[config.mk]
export PLATFORM = sky130hd
export DESIGN_NAME = dmem_arbiter
export DESIGN_NICKNAME = d
export VERILOG_FILES = /design/src/rtl/dmem_arbiter_pkg.sv /design/src/rtl/dmem_arbiter_pick.sv /design/src/rtl/dmem_arbiter.sv
export SDC_FILE = /design/constraint.sdc
export NUM_CORES = 1
export LEC_CHECK = 0
export CORE_AREA = 3 3 116 118
export CTS_BUF_LIST = sky130_fd_sc_hd__clkbuf_4
export DETAILED_ROUTE_END_ITERATION = 7
export DIE_AREA = 0 0 119 121
export GPL_ROUTABILITY_DRIVEN = 0
export GPL_TIMING_DRIVEN = 0
export PLACE_DENSITY_LB_ADDON = 0.1
export REMOVE_ABC_BUFFERS = 1
export SETUP_SLACK_MARGIN = 0.2
export SYNTH_ARGS = -nofsm -noshare
export SYNTH_HDL_FRONTEND = slang
export SYNTH_SLANG_ARGS = --single-unit
export TNS_END_PERCENT = 100
[constraint.sdc]
create_clock -name clk -period 2.9 [get_ports clk]
set_clock_uncertainty 0.2 [all_clocks]
set_input_delay 0.58 -clock clk [delete_from_list [all_inputs] [get_ports clk]]
set_output_delay 0.58 -clock clk [all_outputs]
set_load 0.01 [all_outputs]
[src/rtl/dmem_arbiter_pkg.sv]
// -----------------------------------------------------------------------------
// dmem_arbiter_pkg
// Shared definitions for the data-memory arbiter: owner-state encoding,
// requester port indices and the default memory/hold sizing.
// No ports (package).
// -----------------------------------------------------------------------------
package dmem_arbiter_pkg;

   // Registered owner state: IDLE means round-robin is in force.
   typedef enum logic [1:0] {
      IDLE = 2'd0,
      OWN0 = 2'd1,
      OWN1 = 2'd2
   } state_t;

   // Requester indices (port 0 = CPU data port, port 1 = loader/debug).
   localparam int PORT0 = 0;
   localparam int PORT1 = 1;

   // Default sizing.
   localparam int DEF_ADDR_WORDS = 256;
   localparam int DEF_MAX_HOLD   = 8;

endpackage

[src/rtl/dmem_arbiter_pick.sv]
// -----------------------------------------------------------------------------
// rr_pick2
// Combinational two-way round-robin picker. A lone requester always wins;
// on contention the port that was not granted most recently wins.
// Ports:
//   req[1:0]  request vector, bit n = port n
//   last      index of the most recently granted port
//   gnt[1:0]  one-hot (or zero) grant vector
// -----------------------------------------------------------------------------
module rr_pick2
   import dmem_arbiter_pkg::*;
(
   input  logic [1:0] req,
   input  logic       last,
   output logic [1:0] gnt
);

   always_comb begin
      gnt = 2'b00;
      case (req)
         2'b01:   gnt = 2'b01;
         2'b10:   gnt = 2'b10;
         2'b11:   gnt = (last == 1'(PORT1)) ? 2'b01 : 2'b10;
         default: gnt = 2'b00;
      endcase
   end

endmodule

[src/rtl/dmem_arbiter.sv]
// -----------------------------------------------------------------------------
// dmem_arbiter
// Shares one single-port word-addressed data memory between the CPU data
// port (port 0) and a loader/debug master (port 1). Grants are zero-wait
// (same cycle as the request), round-robin by default, with an optional
// lock that lets one port keep the memory for bursts of up to MAX_HOLD
// grants while the other port waits. Out-of-range accesses are granted but
// never write, and read back as zero. Read data is registered and returned
// one cycle after the read grant.
// Ports:
//   clk, rst_n                      clock, asynchronous active-low reset
//   pX_req/we/lock/addr/wdata       request side of port X (held until gnt)
//   pX_gnt                          access performed this cycle
//   pX_rvalid, pX_rdata             registered read return, one cycle later
//   mem_wr, mem_addr, mem_din       drive to the memory
//   mem_dout                        combinational read data from the memory
// -----------------------------------------------------------------------------
module dmem_arbiter
   import dmem_arbiter_pkg::*;
#(
   parameter int ADDR_WORDS = DEF_ADDR_WORDS,
   parameter int MAX_HOLD   = DEF_MAX_HOLD
) (
   input  logic        clk,
   input  logic        rst_n,
   input  logic        p0_req,
   input  logic        p0_we,
   input  logic        p0_lock,
   input  logic [31:0] p0_addr,
   input  logic [31:0] p0_wdata,
   output logic        p0_gnt,
   output logic        p0_rvalid,
   output logic [31:0] p0_rdata,
   input  logic        p1_req,
   input  logic        p1_we,
   input  logic        p1_lock,
   input  logic [31:0] p1_addr,
   input  logic [31:0] p1_wdata,
   output logic        p1_gnt,
   output logic        p1_rvalid,
   output logic [31:0] p1_rdata,
   output logic        mem_wr,
   output logic [31:0] mem_addr,
   output logic [31:0] mem_din,
   input  logic [31:0] mem_dout
);

   localparam int                HOLD_W   = $clog2(MAX_HOLD + 1);
   localparam logic [HOLD_W-1:0] HOLD_LIM = HOLD_W'(MAX_HOLD);

   state_t            state, state_nxt;
   logic              last, last_nxt;
   logic [HOLD_W-1:0] hold_cnt, hold_nxt;
   logic [1:0]        rr_gnt, gnt;
   logic              keep0, keep1;
   logic              inrange0, inrange1;
   logic              sel_we, sel_lock, sel_inrange;

   assign inrange0 = (p0_addr < 32'(ADDR_WORDS));
   assign inrange1 = (p1_addr < 32'(ADDR_WORDS));

   rr_pick2 u_pick (
      .req  ({p1_req, p0_req}),
      .last (last),
      .gnt  (rr_gnt)
   );

   // Grant decision. A locked owner keeps the memory until it has used up
   // its hold budget while the other port is waiting; otherwise round-robin.
   // Grants are forced off during reset so no access can leak through.
   always_comb begin
      keep0 = (state == OWN0) && p0_req && p0_lock &&
              ((hold_cnt < HOLD_LIM) || !p1_req);
      keep1 = (state == OWN1) && p1_req && p1_lock &&
              ((hold_cnt < HOLD_LIM) || !p0_req);
      if (!rst_n)     gnt = 2'b00;
      else if (keep0) gnt = 2'b01;
      else if (keep1) gnt = 2'b10;
      else            gnt = rr_gnt;
   end

   assign p0_gnt = gnt[0];
   assign p1_gnt = gnt[1];

   // Memory drive muxed from the granted port; zero when idle.
   always_comb begin
      mem_addr    = '0;
      mem_din     = '0;
      sel_we      = 1'b0;
      sel_lock    = 1'b0;
      sel_inrange = 1'b0;
      if (gnt[0]) begin
         mem_addr    = p0_addr;
         mem_din     = p0_wdata;
         sel_we      = p0_we;
         sel_lock    = p0_lock;
         sel_inrange = inrange0;
      end else if (gnt[1]) begin
         mem_addr    = p1_addr;
         mem_din     = p1_wdata;
         sel_we      = p1_we;
         sel_lock    = p1_lock;
         sel_inrange = inrange1;
      end
      mem_wr = (|gnt) & sel_we & sel_inrange;
   end

   // Next owner state and hold count. The count only grows while the same
   // port keeps being re-granted under lock; a change of owner restarts it.
   always_comb begin
      state_nxt = IDLE;
      hold_nxt  = '0;
      last_nxt  = last;
      if (|gnt) begin
         last_nxt = gnt[1];
         if (sel_lock) begin
            state_nxt = gnt[1] ? OWN1 : OWN0;
            if (state_nxt == state)
               hold_nxt = (hold_cnt < HOLD_LIM) ? hold_cnt + 1'b1 : hold_cnt;
            else
               hold_nxt = HOLD_W'(1);
         end
      end
   end

   always_ff @(posedge clk or negedge rst_n) begin
      if (!rst_n) begin
         state    <= IDLE;
         last     <= 1'b1;
         hold_cnt <= '0;
      end else begin
         state    <= state_nxt;
         last     <= last_nxt;
         hold_cnt <= hold_nxt;
      end
   end

   // Read return: rdata is only updated by a read grant and otherwise holds.
   always_ff @(posedge clk or negedge rst_n) begin
      if (!rst_n) begin
         p0_rvalid <= 1'b0;
         p0_rdata  <= '0;
         p1_rvalid <= 1'b0;
         p1_rdata  <= '0;
      end else begin
         p0_rvalid <= gnt[0] & ~p0_we;
         p1_rvalid <= gnt[1] & ~p1_we;
         if (gnt[0] & ~p0_we) p0_rdata <= inrange0 ? mem_dout : '0;
         if (gnt[1] & ~p1_we) p1_rdata <= inrange1 ? mem_dout : '0;
      end
   end

endmodule

# After elaboration in Yosys (flattened, before gate mapping)
# Index checks and enable logic that the tools add are counted.
# W data, S select, Z words.
[totals]
reg_bits = 73
input_bits = 168
output_inout_bits = 133
elab_cells = 59
[classes]
n_addsub = 1
n_lt_le_gt_ge = 3
n_eq_ne = 7
n_mux = 24
n_bitwise = 6
reduce_logical = 11
[ops]
columns = ["operator", "n"]
rows = [
  ["$mux W32", 6],
  ["$lt A32 B9 Y1 const B", 2],
  ["$mux W4", 4],
  ["$mux W2", 7],
  ["$eq A2 B2 Y1 const B", 3],
  ["$logic_and A1 B1 Y1", 6],
  ["$mux W1", 6],
  ["$pmux W2 S3", 1],
  ["$add A4 B1 Y4 const B", 1],
  ["$and A1 B1 Y1", 4],
  ["$eq A2 B1 Y1 const B", 2],
  ["$lt A4 B4 Y1 const B", 1],
  ["$ne A4 B4 Y1 const B", 1],
  ["$eq A2 B2 Y1", 1],
  ["$logic_not A1 Y1", 2],
  ["$logic_or A1 B1 Y1", 2],
  ["$not A1 Y1", 2],
  ["$reduce_or A2 Y1", 1],
]

# Depth between registers and ports, before layout
[depth]
word_depth = 12
mapped_depth = 7
ltp_nobuf = 5

# Hierarchy
# A second synthesis with hierarchy kept.
[hier_totals]
hier_cells = 529
hier_area_um2 = 4621.9
[modules_own_cells]
columns = ["mod", "n_inst", "cells_each", "area_per_inst_um2", "seq_area_each_um2"]
rows = [
  ["dmem_arbiter", 1, 526, 4603.2, 1828.0],
  ["rr_pick2", 1, 3, 18.8, 0.0],
]

# Worst setup path before layout
# Ideal clock, no wire load.
[synth_timing]
path_type = "in2out"
start = "in p1_req"
end = "out mem_addr[10]"
arrival_ps = 1769
t_required_ps = 2120
path_slack_ps = 351
path_stages = 7
n_path_buf = 3
cell_sequence = "a21boi_1 -> a311oi_1 -> or2_1 -> buf_6 -> buf_6 -> buf_6 -> a22o_1"
[synth_between]
elab_chain_cells = 8
word_cells_on_any_way = 15
cone_classes = "eq/ne (3); mux (6); reduce/logical (6)"
[synth_rtl]
columns = ["item", "line", "text"]
rows = [
  ["from (decl)", "dmem_arbiter.sv:34", "input logic p1_req,"],
  ["parallel branches: the longest is 4 deep, another holds $pmux W2 S3", "n/a", ""],
  ["$mux W2 *", "dmem_arbiter.sv:77", "else if (keep0) gnt = 2'b01;"],
  ["$mux W2 *", "dmem_arbiter.sv:76", "if (!rst_n) gnt = 2'b00;"],
  ["$mux W32", "dmem_arbiter.sv:98", "end else if (gnt[1]) begin"],
  ["$mux W32 *", "dmem_arbiter.sv:92", "if (gnt[0]) begin"],
  ["to (decl)", "dmem_arbiter.sv:43", "output logic [31:0] mem_addr,"],
]
# Mark *: on every way between the ends.

# Worst setup path after layout
[layout_timing]
start = "reg state[1]"
end = "out mem_addr[9]"
[layout_between]
elab_chain_cells = 9
word_cells_on_any_way = 13
cone_classes = "eq/ne (2); mux (5); reduce/logical (6)"
[layout_rtl]
columns = ["item", "line", "text"]
rows = [
  ["from (decl)", "dmem_arbiter.sv:51", "state_t state, state_nxt;"],
  ["from (signal assigned)", "dmem_arbiter.sv:132", "state <= state_nxt;"],
  ["$eq A2 B2 Y1", "dmem_arbiter.sv:74", "keep1 = (state == OWN1) && p1_req && p1_lock &&"],
  ["$logic_and A1 B1 Y1 (3 in a row)", "dmem_arbiter.sv:74", ""],
  ["$mux W2", "dmem_arbiter.sv:78", "else if (keep1) gnt = 2'b10;"],
  ["$mux W2 *", "dmem_arbiter.sv:77", ""],
  ["$mux W2 *", "dmem_arbiter.sv:76", ""],
  ["$mux W32", "dmem_arbiter.sv:98", ""],
  ["$mux W32 *", "dmem_arbiter.sv:92", ""],
]
# Every way passes the cells marked *; elsewhere a longest branch is shown, timed or not.

==> flow_summary.toml <==
[sta]
tightest_slew_ps = 650
worst_slack_ps = -91.4
slew_viol_final = 0
hold_viol_final = 0
min_period_ps = 2990
finalCritPeriodShare = 1.03
setup_viol = 46
fmax_mhz = 334
tns_ps = -2290
maxSlewHeadroom = 0.565
rsz0062_at_grt = "yes"

[placed_design]
dp_hpwl_um = 13900
place_area_um2 = 6920
dp.cells = 865
port_buffers = 300

[logic_synthesis]
muxShareOfSynthArea = 0.00267
synth_area_leaders = "dfrtp_1 (48%), a22o_1 (15%), nand2_1 (13%)"
ys_seq_area_frac = 0.488
synth_xor_area_frac = 0.00467
synth_area_per_cell_um2 = 8.86
synthAdderAreaFrac = 0.00334
synthesis.area_um2 = 3750
ys.flop_type = "dfrtp_1"
synth_edf_count = 0
yosys_register_bits = 73
ys_types = 33
synth-simple-area-share = 0.186
synth_compound_area_frac = 0.258
synth_top_cell_by_area = "dfrtp_1"
synthArstFlopShare = 1.00
postSynthCellCount = 423
yosysWarnings = 0
synth_top_area_frac = 0.481
synth_top_family_by_area = "compound AO/OA/AOI/OAI gates"

[die]
fp.coreArea_um2 = 12600
die_x_um = 119
io_pins = 301
fp-row-count = 41
dieArea_um2 = 14400
die_height_um = 121
initial_core_util = 0.298

[power]
switchingPower_uw = 710
switching_share = 0.259
pwr-share-clk = 0.330
irDropWorstVdd_v = 0.000259
seqPwrFrac = 0.377
power.total_mw = 2.74
power_density_nw_per_um2 = 348
p_comb_frac = 0.293
p_int_mw = 2.03
p_leak_nw = 3.40

[global_route]
grt_max_degree = 60
track_usage = 0.274
grt_use_met3 = 0.0942
met1_usage = 0.327
grt_overflow = 0
grt_pass1_vias = 4864
top_usage_layer = "met2"
antenna_found_initial = 5
grtUsageMet2 = 0.459
grt_pass1_wl_um = 29700

[detailed_routing]
first_pass_iters = 4
viasPerCell = 5.03
initialDrtViolationCount = 316
avgRoutedWirePerCell_um = 21.8
wirelength_um = 20500
drc = 0
num_vias = 4736
antenna_left = 0

[layout]
fin_nets = 927
multi_input_area_um2 = 1950
seqCellArea_um2 = 1830
drive_above_1_share = 0.221
fillers = 1097
area_growth_pct = 110
final_cell_count_no_fill = 941
stdcell_area_um2 = 7860

[critical_path]
rrSetupSlack_ps = 300
r2r-start = "state[0]"
arrival_ps = 2210
worst_ep_required_time_ps = 2120
reg2reg_depth = 11
r2r-end = "p1_rdata[15]"
path_class = "reg -> out"
crit_fanout = 5
crit_path_end_kind = "output pin"
start_kind = "register"

[hold_path]
holdPathEnd = "p1_rdata[4]"
hold_class = "reg -> reg"
hold_depth = 2
min_from = "p1_rdata[4]"

[clock_network]
cts_tree = "done"
cts-root-buf = "clkbuf_4"
numCtsBuffers = 9
clock_latency_ps = 420
cts.sinks = 73
cts_max_level = 3
clk_pin_slew_worst_paths_ps = 120
cts_buffer_depth = 2

[run]
maxCapViolCount = 0

[outcome]
outcome = "finished with violations"
violations = "setup timing"
## through the flow
step | hold WS, ps | worst slack (ps) | util
after detailed placement | 269 | -1350 | 0.551
after floorplan | 84.4 | -653 | -
after CTS | 295 | -140 | 0.600
final | 293 | -91.4 | 0.626
after global routing | 321 | -190 | 0.625
after global placement | 261 | -4810 | 0.538
## power by group through the flow
| stage | clock [mW] | combinational, mW | sequential, mW |
|---|---|---|---|
| final | 0.904 | 0.804 | 1.03 |
| after global routing | 0.969 | 0.849 | 1.03 |
| after CTS | 0.925 | 0.745 | 1.03 |
| after detailed placement | 0 | 0.662 | 1.05 |
| after global placement | 0 | 0.640 | 1.05 |
| after floorplan | 0 | 0.179 | 1.05 |
## kinds of logic after synthesis
| group | Yosys count |
|---|---|
| simple gates | 166 |
| compound gates | 140 |
| flops | 73 |
| buf+inv | 40 |
| xor+xnor | 2 |
| mux | 1 |
| fa+ha+maj | 1 |
## flip-flops by register name, summed over array words and instances (netlist names)
name	count
hold_cnt	4
last	1
p0_rdata	32
p0_rvalid	1
p1_rdata	32
p1_rvalid	1
state	2
## synthesized netlist by cell type (2+ instances only)
cell      instances
nand2_1         134
dfrtp_1          72
a22o_1           64
o21ai_0          64
buf_2            24
nor4_1           12
clkbuf_1          7
buf_6             5
inv_1             4
a21oi_1           3
and2_1            3
nor2_1            3
nor3_1            3
and3_1            2
nand3_1           2
nand4_1           2
o21bai_1          2
xnor2_1           2
## critical path: stages, from the launching register on
cell,delay [ps]
dfrtp_1,420
and4b_2,320
buf_6,110
a21oi_4,50
and2_4,180
buf_6,130
buf_6,130
buf_16,130
a22o_1,180
buf_2,140
## per-layer routing
| metal | wire length, um | vias up |
|---|---|---|
| met1 | 7900 | 2276 |
| li1 | - | 2189 |
| met4 | 616 | 0 |
| met2 | 9990 | 237 |
| met3 | 1960 | 34 |
| met5 | 0 | - |
## final cells by class
type	count	share of cell area
antenna	6	0.00191
timing repair buffer	353	0.462
tap	172	0.0274
multi-input combinational	317	0.248
sequential	73	0.233
clock inverter	7	0.0178
clock buffer	9	0.00859
inverter	4	0.00191
## what timing repair did
action	CTS	global route
pin swaps	28	35
resized for setup	282	87
buffers inserted	25	10
hold endpoints to repair	13	0
setup endpoints to repair	82	98
gates cloned	14	3
hold buffers	2	0
## placed cells by master, fill, tap and decap left out, types with 5 or more instances in the layout
master             n
buf_12             9
nand2_1          132
nor4_2             5
clkbuf_4           9
dfrtp_1           71
dlymetal6s2s_1    10
buf_16             8
buf_6             35
o21ai_0           62
a22o_1            60
clkdlybuf4s50_1  218
diode_2            6
buf_2             40
buf_4             20
nor4_1             6
## how the worst max path moves through the flow
stage          startpoint      endpoint  slack (ps)  cells after the start
6_report         state[1]   mem_addr[9]         -90                      9
5_1_grt          state[1]   mem_addr[8]        -190                      9
4_1_cts          state[0]   mem_addr[5]        -140                      7
3_5_place_dp       p0_req  mem_addr[16]       -1350                      7
3_3_place_gp        rst_n  p0_rdata[11]       -4810                      4
2_1_floorplan      p0_req   p0_rdata[0]        -650                      4
(Power assumes the default switching activity.)
